$ cat src/rtl/if_fetch_queue.sv
// Instruction-fetch front end: credit-limited sequential fetch into a DEPTH-entry
// PC/instruction queue feeding decode, with redirect flush and in-flight response drop.
module if_fetch_queue #(
  parameter int              XLEN     = 32,
  parameter logic [XLEN-1:0] RESET_PC = '0,
  parameter int              DEPTH    = 4
) (
  input  logic                   clk,
  input  logic                   reset,
  input  logic                   redirect_valid,
  input  logic [XLEN-1:0]        redirect_pc,
  output logic                   imem_req_valid,
  input  logic                   imem_req_ready,
  output logic [XLEN-1:0]        imem_addr,
  input  logic                   imem_rvalid,
  input  logic [31:0]            imem_rdata,
  output logic                   id_valid,
  input  logic                   id_ready,
  output logic [XLEN-1:0]        id_pc,
  output logic [31:0]            id_instr,
  output logic [$clog2(DEPTH):0] outstanding
);
  localparam int              PW         = $clog2(DEPTH);
  localparam int              CW         = PW + 1;
  localparam logic [CW:0]     DEPTH_S    = (CW+1)'(DEPTH);
  localparam logic [CW-1:0]   DEPTH_C    = CW'(DEPTH);
  localparam logic [31:0]     NOP        = 32'h0000_0013;
  localparam logic [XLEN-1:0] ALIGN_MASK = ~XLEN'(3);

  logic [XLEN-1:0] fetch_pc;
  logic [CW-1:0]   count;
  logic [CW-1:0]   drop_cnt;
  logic [PW-1:0]   q_head;
  logic [PW-1:0]   q_tail;
  logic [PW-1:0]   pend_head;
  logic [PW-1:0]   pend_tail;
  logic [XLEN-1:0] q_pc    [DEPTH];
  logic [31:0]     q_instr [DEPTH];
  logic [XLEN-1:0] pend_pc [DEPTH];
  logic [CW:0]     credit_used;
  logic [CW:0]     fifo_used;
  logic            issue;
  logic            live_rsp;
  logic            drop_rsp;
  logic            pop;

  // Queue slots are reserved at issue time, so a live response always has room.
  assign credit_used    = {1'b0, count} + {1'b0, outstanding};
  assign fifo_used      = {1'b0, drop_cnt} + {1'b0, outstanding};
  assign imem_req_valid = !reset && !redirect_valid &&
                          (credit_used < DEPTH_S) && (fifo_used < DEPTH_S);
  assign imem_addr      = fetch_pc;
  assign issue          = imem_req_valid && imem_req_ready;
  assign live_rsp       = imem_rvalid && (drop_cnt == '0);
  assign drop_rsp       = imem_rvalid && (drop_cnt != '0);
  assign id_valid       = (count != '0);
  assign pop            = id_valid && id_ready;
  assign id_pc          = id_valid ? q_pc[q_head]    : '0;
  assign id_instr       = id_valid ? q_instr[q_head] : NOP;

  always_ff @(posedge clk or posedge reset) begin
    if (reset) begin
      fetch_pc    <= RESET_PC;
      count       <= '0;
      outstanding <= '0;
      drop_cnt    <= '0;
      q_head      <= '0;
      q_tail      <= '0;
      pend_head   <= '0;
      pend_tail   <= '0;
    end else begin
      if (imem_rvalid) pend_head <= pend_head + PW'(1);
      if (issue) begin
        pend_tail <= pend_tail + PW'(1);
        fetch_pc  <= fetch_pc + XLEN'(4);
      end
      if (redirect_valid) begin
        // Every request still in flight, minus the one answered this cycle, must be drained.
        fetch_pc    <= redirect_pc & ALIGN_MASK;
        count       <= '0;
        q_head      <= '0;
        q_tail      <= '0;
        outstanding <= '0;
        drop_cnt    <= drop_cnt + outstanding - CW'(imem_rvalid);
      end else begin
        if (live_rsp) q_tail <= q_tail + PW'(1);
        if (pop)      q_head <= q_head + PW'(1);
        count       <= count + CW'(live_rsp) - CW'(pop);
        outstanding <= outstanding + CW'(issue) - CW'(live_rsp);
        drop_cnt    <= drop_cnt - CW'(drop_rsp);
      end
    end
  end

  always_ff @(posedge clk) begin
    if (issue) pend_pc[pend_tail] <= fetch_pc;
    if (live_rsp && !redirect_valid) begin
      q_pc[q_tail]    <= pend_pc[pend_head];
      q_instr[q_tail] <= imem_rdata;
    end
  end

  assert property (@(posedge clk) disable iff (reset) imem_rvalid |-> (fifo_used != '0));
  assert property (@(posedge clk) disable iff (reset) live_rsp |-> (count != DEPTH_C));

endmodule
$ cat config.mk
export PLATFORM = sky130hd
export DESIGN_NAME = if_fetch_queue
export DESIGN_NICKNAME = d
export VERILOG_FILES = /design/src/rtl/if_fetch_queue.sv
export SDC_FILE = /design/constraint.sdc
export NUM_CORES = 1
export LEC_CHECK = 0
export BUFFER_PORTS_ARGS = -buffer_cell sky130_fd_sc_hd__buf_2
export CAP_MARGIN = 25
export CELL_PAD_IN_SITES_DETAIL_PLACEMENT = 0
export CELL_PAD_IN_SITES_GLOBAL_PLACEMENT = 2
export CORE_MARGIN = 10
export CORE_UTILIZATION = 40
export CTS_CLUSTER_DIAMETER = 60
export DETAILED_ROUTE_END_ITERATION = 6
export GPL_ROUTABILITY_DRIVEN = 0
export PLACE_DENSITY = 0.73
export SLEW_MARGIN = 0
export SYNTH_ARGS = -nofsm -noshare
export SYNTH_HDL_FRONTEND = slang
export SYNTH_SLANG_ARGS = --single-unit
$ cat constraint.sdc
create_clock -name clk -period 3.1 [get_ports clk]
set_input_delay 0.31 -clock clk [delete_from_list [all_inputs] [get_ports clk]]
set_output_delay 0.31 -clock clk [all_outputs]
set_load 0.01 [all_outputs]
Word level (Yosys, flattened, before mapping)
Memory sizes are Yosys's and may differ from the RTL's. Index checks and enable logic that the tools add are counted. W data, S select, Z words.

Word-level logic and storage cells: 58. Flip-flop bits (word level): 49. Input bits: 70. Bits in writable memories: 384. Memories kept: 3.

Add/sub/neg operators: 14. Reduce and logical (&&, ||, !) cells: 16. Magnitude comparators: 2. Multiplexer cells: 15.

Memories: pend_pc (depth 4, bits a word 32, read ports 1, clocked after memory_dff 0, wr ports 1, RTL line 39) `logic [XLEN-1:0] pend_pc [DEPTH];`; q_instr (depth 4, bits a word 32, read ports 1, clocked after memory_dff 0, wr ports 1, RTL line 38) `logic [31:0] q_instr [DEPTH];`; q_pc (depth 4, bits a word 32, read ports 1, clocked after memory_dff 0, wr ports 1, RTL line 37) `logic [XLEN-1:0] q_pc [DEPTH];`.

Operators with widths (count): $mux W32 (4); $add A32 B3 Y32 const B (1); $sub A3 B1 Y3 (4); $mux W3 (3); $add A2 B1 Y2 const B (4); $add A3 B3 Y4 (2); $logic_and A1 B1 Y1 (8); $lt A4 B3 Y1 const B (2); $mux W2 (4); $add A3 B1 Y3 (2); $reduce_bool A2 Y1 (3); $reduce_bool A3 Y1 (2); $mux W1 (4); $add A3 B3 Y3 (1); $logic_not A3 Y1 (1); $logic_not A1 Y1 (2).

Depth between registers and ports, before layout
Gate-level depths: netlist of run 1.

Depth after elaboration: 8. Mapped depth: 14. Mapped depth without buffers: 12.

Least setup slack after synthesis of run 1
OpenSTA, ideal clock, no wires.

Path type: register to register. Start point: register outstanding[2]. End point: register outstanding[2]. Path slack: 0.137 ns. Setup time: 0.132 ns. Cell stages (with the launch flop): 14. Arrival time: 2.831 ns. Cell sequence: dfrtp_1 -> ha_1 -> nor4_1 -> o2111a_1 -> inv_2 -> buf_2 -> buf_1 -> ha_1 -> inv_1 -> ha_1 -> inv_1 -> fa_1 -> xnor2_1 -> nor2_1.

Longest elaborated chain between the ends: 8. Elaborated cells on any way between the ends: 10. Those cells by class: add/sub (4); order compare (2); mux (1); reduce/logical (3).

RTL lines: start, declared (RTL line 21) `output logic [$clog2(DEPTH):0] outstanding`; start signal, assigned (RTL line 89) `outstanding <= outstanding + CW'(issue) - CW'(live_rsp);`; $add A3 B3 Y4 (RTL line 48) `assign credit_used = {1'b0, count} + {1'b0, outstanding};`; $lt A4 B3 Y1 (RTL line 51) `(credit_used < DEPTH_S) && (fifo_used < DEPTH_S);`; $logic_and A1 B1 Y1 (RTL line 50) `assign imem_req_valid = !reset && !redirect_valid &&`; $logic_and A1 B1 Y1 (RTL line 51); $logic_and A1 B1 Y1 (RTL line 53) `assign issue = imem_req_valid && imem_req_ready;`; $add A3 B1 Y3 (*) (RTL line 89); $sub A3 B1 Y3 (*) (RTL line 89); $mux W3 (*) (RTL line 77) `if (redirect_valid) begin`.

Every way passes the cells marked *; elsewhere a longest branch is shown, timed or not. A chain may end at the register's enable or synchronous reset.

Worst setup path after layout of run 1
Start point: register q_head[0]. End point: output port id_pc[24].

Longest elaborated chain between the ends: 2.

RTL lines: start, declared (RTL line 33) `logic [PW-1:0] q_head;`; start signal, assigned (RTL line 87) `if (pop) q_head <= q_head + PW'(1);`; $mem_v2 Z4 W32; $mux W32 (RTL line 58) `assign id_pc = id_valid ? q_pc[q_head] : '0;`; end, declared (RTL line 19) `output logic [XLEN-1:0] id_pc,`.

No other way between the ends.

==> results of run 1 <==
-- report_power, final --
part           total, mW  internal (mW)  switching (mW)  leakage [nW]
Sequential          7.11           6.67           0.448          3.89
Combinational       3.87           1.88            1.99          2.61
Clock               5.16           3.09            2.07         0.688
Total               16.1           11.6            4.50          7.19
-- per-layer routing --
layer / wire [µm] / vias to the layer above / GRT usage [%]
met2: 17300 / 205 / 23.9
met3: 1920 / 47 / 3.40
li1: - / 4032 / -
met4: 572 / 0 / 3.51
met5: 0 / - / 0
met1: 16300 / 4502 / 19.3
-- cell usage in the layout, fill, tap and decap left out, types with 4 or more instances in the layout --
cell / n
xor2_1: 6
nor3_1: 6
ha_1: 22
nand2_1: 45
buf_2: 164
nor4_1: 8
nand4_1: 11
xnor2_1: 12
clkbuf_1: 12
clkbuf_16: 45
dlygate4sd3_1: 62
o211ai_1: 4
a221o_1: 8
edfxtp_1: 368
nand3_1: 9
and2_2: 4
o21ai_0: 13
clkinv_1: 9
dfrtp_1: 44
nor2b_1: 7
o21ai_1: 6
and2_1: 67
clkinv_2: 5
inv_1: 23
o311ai_1: 7
buf_4: 17
a21oi_1: 10
conb_1: 4
bufinv_16: 5
buf_12: 11
nor2_1: 19
mux4_2: 92
and3_1: 6
-- sequential cells by signal, summed over array words and instances, names as in the netlist --
signal,count
pend_head,2
imem_addr,30
outstanding,3
drop_cnt,3
q_tail,2
q_head,2
count,3
q_pc,120
q_instr,128
pend_tail,2
pend_pc,120
-- metrics by stage --
step	worst slack (ps)	utilization, %	power [mW]	instances
floorplan	137	-	9.58	893
global placement	361	44.7	11.1	1569
detailed placement	318	44.7	11.2	1569
CTS	200	49.7	16.4	1711
global route	82.6	49.7	17.0	1711
finish	311	49.7	16.1	1711
-- worst max-delay path, stage by stage (launching register included) --
cell	delay, ps
dfrtp_4	780
buf_12	260
mux4_2	570
and2_1	180
buf_2	130
-- cells by family after synthesis --
kind of cell | Yosys count
xor gates and xnor gates | 18
and+or+nand+nor | 198
buffers and inverters | 73
AOI/OAI and AO/OA | 65
other | 1
DFF | 415
muxes | 95
adders and majority gates | 25
-- cell type report --
class,count,area [µm²]
clock buffers,57,1170
clock inverters,23,245
inverters,25,93.8
well taps,532,666
multi-input cells,405,4180
repair buffers,254,1790
flip-flops and latches,415,12200
fillers,3429,20600
-- worst min-delay path by stage --
stage,startpoint,endpoint,cells after the start
after floorplan,imem_rvalid,pend_head[0]$_DFFE_PP0P_,1
after global placement,reset,drop_cnt[1]$_DFF_PP0_,2
after detailed placement,reset,drop_cnt[1]$_DFF_PP0_,2
after CTS,redirect_pc[15],imem_addr[15]$_DFFE_PP0N_,2
after global routing,redirect_pc[15],imem_addr[15]$_DFFE_PP0N_,2
final,redirect_pc[14],imem_addr[14]$_DFFE_PP0N_,2
-- timing repair --
action                    4_1_cts  5_1_grt
resized for setup               0        0
hold endpoints to repair      168        0
hold buffers                   62        0
buffers inserted                0        0
==> metrics.md, run 1 <==
| Metric | Value |
|---|---|
| Core Footprint | `41000 µm²` |
| Die W | `224 µm` |
| Pin count of the biggest net entering global routing | `63` |
| PD cells | `792 nW/µm²` |
| Final worst path period need | `2790 ps` |
| # clock sinks | `415` |
| DRT iter0 DRCs | `572` |
| Peak VDD IR | `0.000427 V` |
| Post-Route Setup TNS | `0 ps` |
| CP Capture Point | `id_pc[24]` |
| Required time worst endpoint | `2790 ps` |
| IO Count | `171` |
| RSZ-0062 raised after global routing | `no` |
| Post-synth EDFFs | `368` |
| Adder-cell share of the synthesized area | `2.01%` |
| Starting density of the core | `40.7%` |
| Reg2reg end | `imem_addr[10]$_DFFE_PP0N_` |
| Gr usage total | `14.5%` |
| Main area contributors after synthesis | `edfxtp_1 (66%), mux4_2 (12%), dfrtp_1 (7.0%), and2_1 (2.7%), ha_1 (1.6%)` |
| Simple-gate share of the synthesized area | `6.62%` |
| Main combinational cell family by area after synthesis | `multiplexers` |
| DR vias/cell | `5.14` |
| Routed len/inst | `21.1 µm` |
| # port buffers | `164` |
| Post-route ant nets | `0` |
| Kind of critical path | `flip-flop to output port` |
| Leakage | `7.19 nW` |
| Worst setup SP type | `flip-flop` |
| Synth Area in Compound Gates | `2.75%` |
| CTS max path bufs | `3` |
| Worst slew pin tran | `887 ps` |
| Cts bufs inserted | `45` |
| Crit. End Element | `output port` |
| Post-Synthesis Cells | `890` |
| Ys Warns | `0` |
| Crit path from | `q_head[0]$_DFFE_PP0P_` |
| Post-Synth XOR/XNOR Area | `0.944%` |
| Maxcap violations | `0` |
| Ant diodes | `0` |
| Final Cycle Share | `90.0%` |
| Worst hold path type | `input pin to flip-flop` |
| Synth Cell Area | `16700 µm²` |
| Post-synthesis mux area share | `12.6%` |
| Core Rows | `74` |
| CP Max Fanout | `24` |
| Async set-reset flop share out of synthesis | `11.3%` |
| H-tree Lvls | `2` |
| Die height | `224 µm` |
| Most frequent cell after synthesis | `edfxtp_1` |
| Initial antenna violation count | `0` |
| Clk_lat worst skew | `550 ps` |
| HPWL after DPL | `22700 µm` |
| First-pass GRT wire length | `56800 µm` |
| Worst Reg2Reg Path Length in Cells | `9` |
| Cell area after placement | `18300 µm²` |
| Max frequency | `0.359 GHz` |
| Finish-stage setup viols | `0` |
| Synth top cells by count | `edfxtp_1 (368), mux4_2 (92), and2_1 (71), dfrtp_1 (47), nand2_1 (45)` |
| CP arrival | `2480 ps` |
| Clock root buffer | `clkbuf_16` |
| Netlist cell types | `52` |
| Yosys top cell by area | `edfxtp_1` |
| Die ar. | `50300 µm²` |
| Register area share after synthesis | `73.2%` |
| Via count | `8786` |
| DR pass1 iterations | `4` |
| Vias in the first global route | `9572` |
| Final hold vios | `0` |
| Worst-path clk slew | `60 ps` |
| FF+latch count, synth | `415` |
| Synth top area share | `66.2%` |
| TritonCTS clock tree | `built` |
| Residual DRC count | `0` |
| Layout cell share with drive strength beyond 1 | `30.7%` |
| Max Slew Vio Count | `0` |
| Predominant post-synthesis flop cell | `edfxtp_1` |
| Worst reg-to-reg setup slack | `360 ps` |
| WL final | `36100 µm` |
| Slew HR | `40.6%` |
| Synth-to-layout area growth | `22.0%` |
| Nets | `1241` |
| Layout Skew | `14.7 ps` |
| Hold WS | `42.2 ps` |
| RR Startpoint | `outstanding[1]$_DFF_PP0_` |
| Avg Inst Size Synth | `18.8 µm²` |
| Outcome | `complete, no violations` |
| Global route total overflow | `0` |
| Final Instance Area | `20400 µm²` |
(Power assumes the default switching activity.)
==> inputs of run 2 (changes only) <==
--- a/config.mk
+++ b/config.mk
@@ -5,7 +5,7 @@
 export SDC_FILE = /design/constraint.sdc
 export NUM_CORES = 1
 export LEC_CHECK = 0
-export BUFFER_PORTS_ARGS = -buffer_cell sky130_fd_sc_hd__buf_2
+export BUFFER_PORTS_ARGS = -buffer_cell sky130_fd_sc_hd__buf_4
 export CAP_MARGIN = 25
 export CELL_PAD_IN_SITES_DETAIL_PLACEMENT = 0
 export CELL_PAD_IN_SITES_GLOBAL_PLACEMENT = 2
@@ -15,6 +15,7 @@
 export DETAILED_ROUTE_END_ITERATION = 6
 export GPL_ROUTABILITY_DRIVEN = 0
 export PLACE_DENSITY = 0.73
+export SKIP_LAST_GASP = 1
 export SLEW_MARGIN = 0
 export SYNTH_ARGS = -nofsm -noshare
 export SYNTH_HDL_FRONTEND = slang
==> run 2 against run 1 <==
Compared with the run above:
- clock skew increased by 3.3 ps
- worst hold slack improved by 110 ps
- clock power increased by 2%
- largest cell class unchanged
- highest routed layer unchanged
==> metrics.md, run 2 (synthesis gave the netlist of run 1 again) <==
| Metric | Value |
|---|---|
| Outcome | `complete, no violations` |
| Layout Skew | `18.1 ps (+3.34 ps)` |
| CP arrival | `3210 ps (+730 ps)` |
| Layout cell share with drive strength beyond 1 | `31.3% (+0.58 points)` |
| Setup bufs post-CTS | `0 (unchanged)` |
| IO Count | `171 (unchanged)` |
| Residual DRC count | `0 (unchanged)` |
| Fillers | `3398 (-0.90%)` |
| Max frequency | `0.361 GHz (+0.81%)` |
| DR vias/cell | `5.08 (-1.1%)` |
| Core Util, Final | `50.8% (+1.1 points)` |
| Worst hold path type | `input pin to flip-flop` |
| # port buffers | `164 (unchanged)` |
| CTS max path bufs | `3 (unchanged)` |
| Worst Reg2Reg Path Length in Cells | `11 (+2)` |
| Worst setup SP type | `flip-flop` |
| Final Cycle Share | `89.3% (-0.72 points)` |
| Gr usage total | `14.5% (-0.036 points)` |
| Kind of critical path | `flip-flop to flip-flop` |
| Clk_lat worst skew | `560 ps (about the same)` |
| H-tree Lvls | `2 (unchanged)` |
| RR Startpoint | `outstanding[2]$_DFF_PP0_` |
| First-pass GRT wire length | `56700 µm (-0.19%)` |
| CP Capture Point | `outstanding[2]$_DFF_PP0_` |
| Routed len/inst | `20.8 µm (-1.3%)` |
| Cts bufs inserted | `46 (+2.2%)` |
| Pin count of the biggest net entering global routing | `63 (unchanged)` |
| Commonest non-fill, non-tap cell in the layout | `edfxtp_1` |
| Maxcap violations | `0 (unchanged)` |
| Max Slew Vio Count | `0 (unchanged)` |
| Worst slew pin tran | `956 ps (+68.8 ps)` |
| Finish-stage setup viols | `0 (unchanged)` |
| Leakage | `7.32 nW (+1.9%)` |
| Largest Register | `q_instr` |
| Area occupied by multi-input gates | `4190 µm² (+0.12%)` |
| Initial antenna violation count | `0 (unchanged)` |
| Post-Route Setup TNS | `0 ps (unchanged)` |
| Slew HR | `36.0% (-4.6 points)` |
| Synth-to-layout area growth | `24.8%` |
| Via count | `8722 (-0.73%)` |
| Die ar. | `50300 µm² (unchanged)` |
| Vias in the first global route | `9593 (+0.22%)` |
| Required time worst endpoint | `3550 ps (+760 ps)` |
| Max FFs per register | `128 (unchanged)` |
| Core Footprint | `41000 µm² (unchanged)` |
| Core Rows | `74 (unchanged)` |
| Peak VDD IR | `0.000426 V (-0.36%)` |
| Post-CTS Hold Fix Bufs | `64 (+3.2%)` |
| Register area | `12200 µm² (unchanged)` |
| Crit path from | `outstanding[2]$_DFF_PP0_` |
| Die W | `224 µm (unchanged)` |
| Global route total overflow | `0 (unchanged)` |
| TritonCTS clock tree | `built` |
| Crit. End Element | `flip-flop` |
| CP Max Fanout | `4 (-83%)` |
| Starting density of the core | `40.7% (unchanged)` |
| Post-route ant nets | `0 (unchanged)` |
| HPWL after DPL | `22600 µm (-0.77%)` |
| RSZ-0062 raised after global routing | `no` |
| Nets | `1245 (+0.32%)` |
| Most frequent cells in the layout | `edfxtp_1 (368), buf_4 (186), mux4_2 (92), and2_1 (67), dlygate4sd3_1 (64)` |
| PD cells | `792 nW/µm² (about the same)` |
| Ant diodes | `0 (unchanged)` |
| Final hold vios | `0 (unchanged)` |
| Final worst path period need | `2770 ps (-22.3 ps)` |
| Largest regs | `q_instr: 128 flops, pend_pc: 120 flops, q_pc: 120 flops` |
| DRT iter0 DRCs | `555 (-3.0%)` |
| Worst reg-to-reg setup slack | `330 ps (-30 ps)` |
| Post-CTS sizing | `0 (unchanged)` |
| Reg2reg end | `outstanding[2]$_DFF_PP0_` |
| Die height | `224 µm (unchanged)` |
| # clock sinks | `415 (unchanged)` |
| Clock root buffer | `clkbuf_16` |
| WL final | `35800 µm (-0.89%)` |
| Worst-path clk slew | `60 ps (about the same)` |
| DR pass1 iterations | `5 (+1)` |
## run 2: changes by cell type in the layout (fill, tap and decap cells not counted), sizes merged
cell	before	now
buf	192	193
bufinv	5	3
clkbuf	57	56
clkinv	14	19
clkinvlp	1	3
dlygate4sd3	62	64
## run 2: through the flow
| step | power (mW) | setup slack (ps) | hold slack (ps) | instance area (µm²) | instances |
|---|---|---|---|---|---|
| 6_report | 16.5 | 333 | 154 | 20800 | 1718 |
| 3_3_place_gp | 11.4 | 336 | 302 | 18700 | 1570 |
| 2_1_floorplan | 9.58 | 137 | 397 | 16700 | 893 |
| 5_1_grt | 17.4 | 177 | 154 | 20800 | 1718 |
| 3_5_place_dp | 11.5 | 333 | 298 | 18700 | 1570 |
| 4_1_cts | 16.8 | 324 | 132 | 20800 | 1718 |
## run 2: worst min-delay path by stage
stage / startpoint / endpoint / slack [ps] / depth (start not counted)
after floorplan: imem_rvalid / pend_head[0]$_DFFE_PP0P_ / 400 / 1
after global placement: reset / outstanding[1]$_DFF_PP0_ / 300 / 2
after detailed placement: reset / outstanding[2]$_DFF_PP0_ / 300 / 2
after CTS: redirect_valid / q_tail[1]$_DFFE_PP0P_ / 130 / 3
after global routing: redirect_valid / q_tail[0]$_DFFE_PP0P_ / 150 / 3
final: redirect_valid / q_tail[1]$_DFFE_PP0P_ / 150 / 3
## run 2: metal layers
| metal | global-route usage (%) | share of wire (%) | vias up |
|---|---|---|---|
| li1 | - | - | 4049 |
| met3 | 3.55 | 5.0 | 41 |
| met1 | 19.6 | 46 | 4422 |
| met2 | 23.2 | 47 | 210 |
| met4 | 3.69 | 1.6 | 0 |
| met5 | 0 | 0 | - |
## run 2: power by group
group	leakage (nW)	switching, mW	total (mW)	internal (mW)
Combinational	2.71	2.07	4.21	2.14
Sequential	3.89	0.379	7.05	6.67
Clock	0.720	2.12	5.25	3.13
## run 2: area by class of cell
class	instances	area share (%)
sequential	415	58.7
clock buffer	56	6.01
inverter	25	0.450
multi-input combinational	405	20.1
tap	532	3.19
timing repair buffer	257	10.4
clock inverter	28	1.10
## run 2: worst max-delay path: stages (launching register included)
cell and delay, ps:
dfrtp_1 430, ha_1 340, nor4_1 390, o2111a_1 350
inv_2 60, ha_1 280, inv_1 60, ha_1 130
inv_1 50, fa_1 370, xnor2_1 160, nor2_1 50
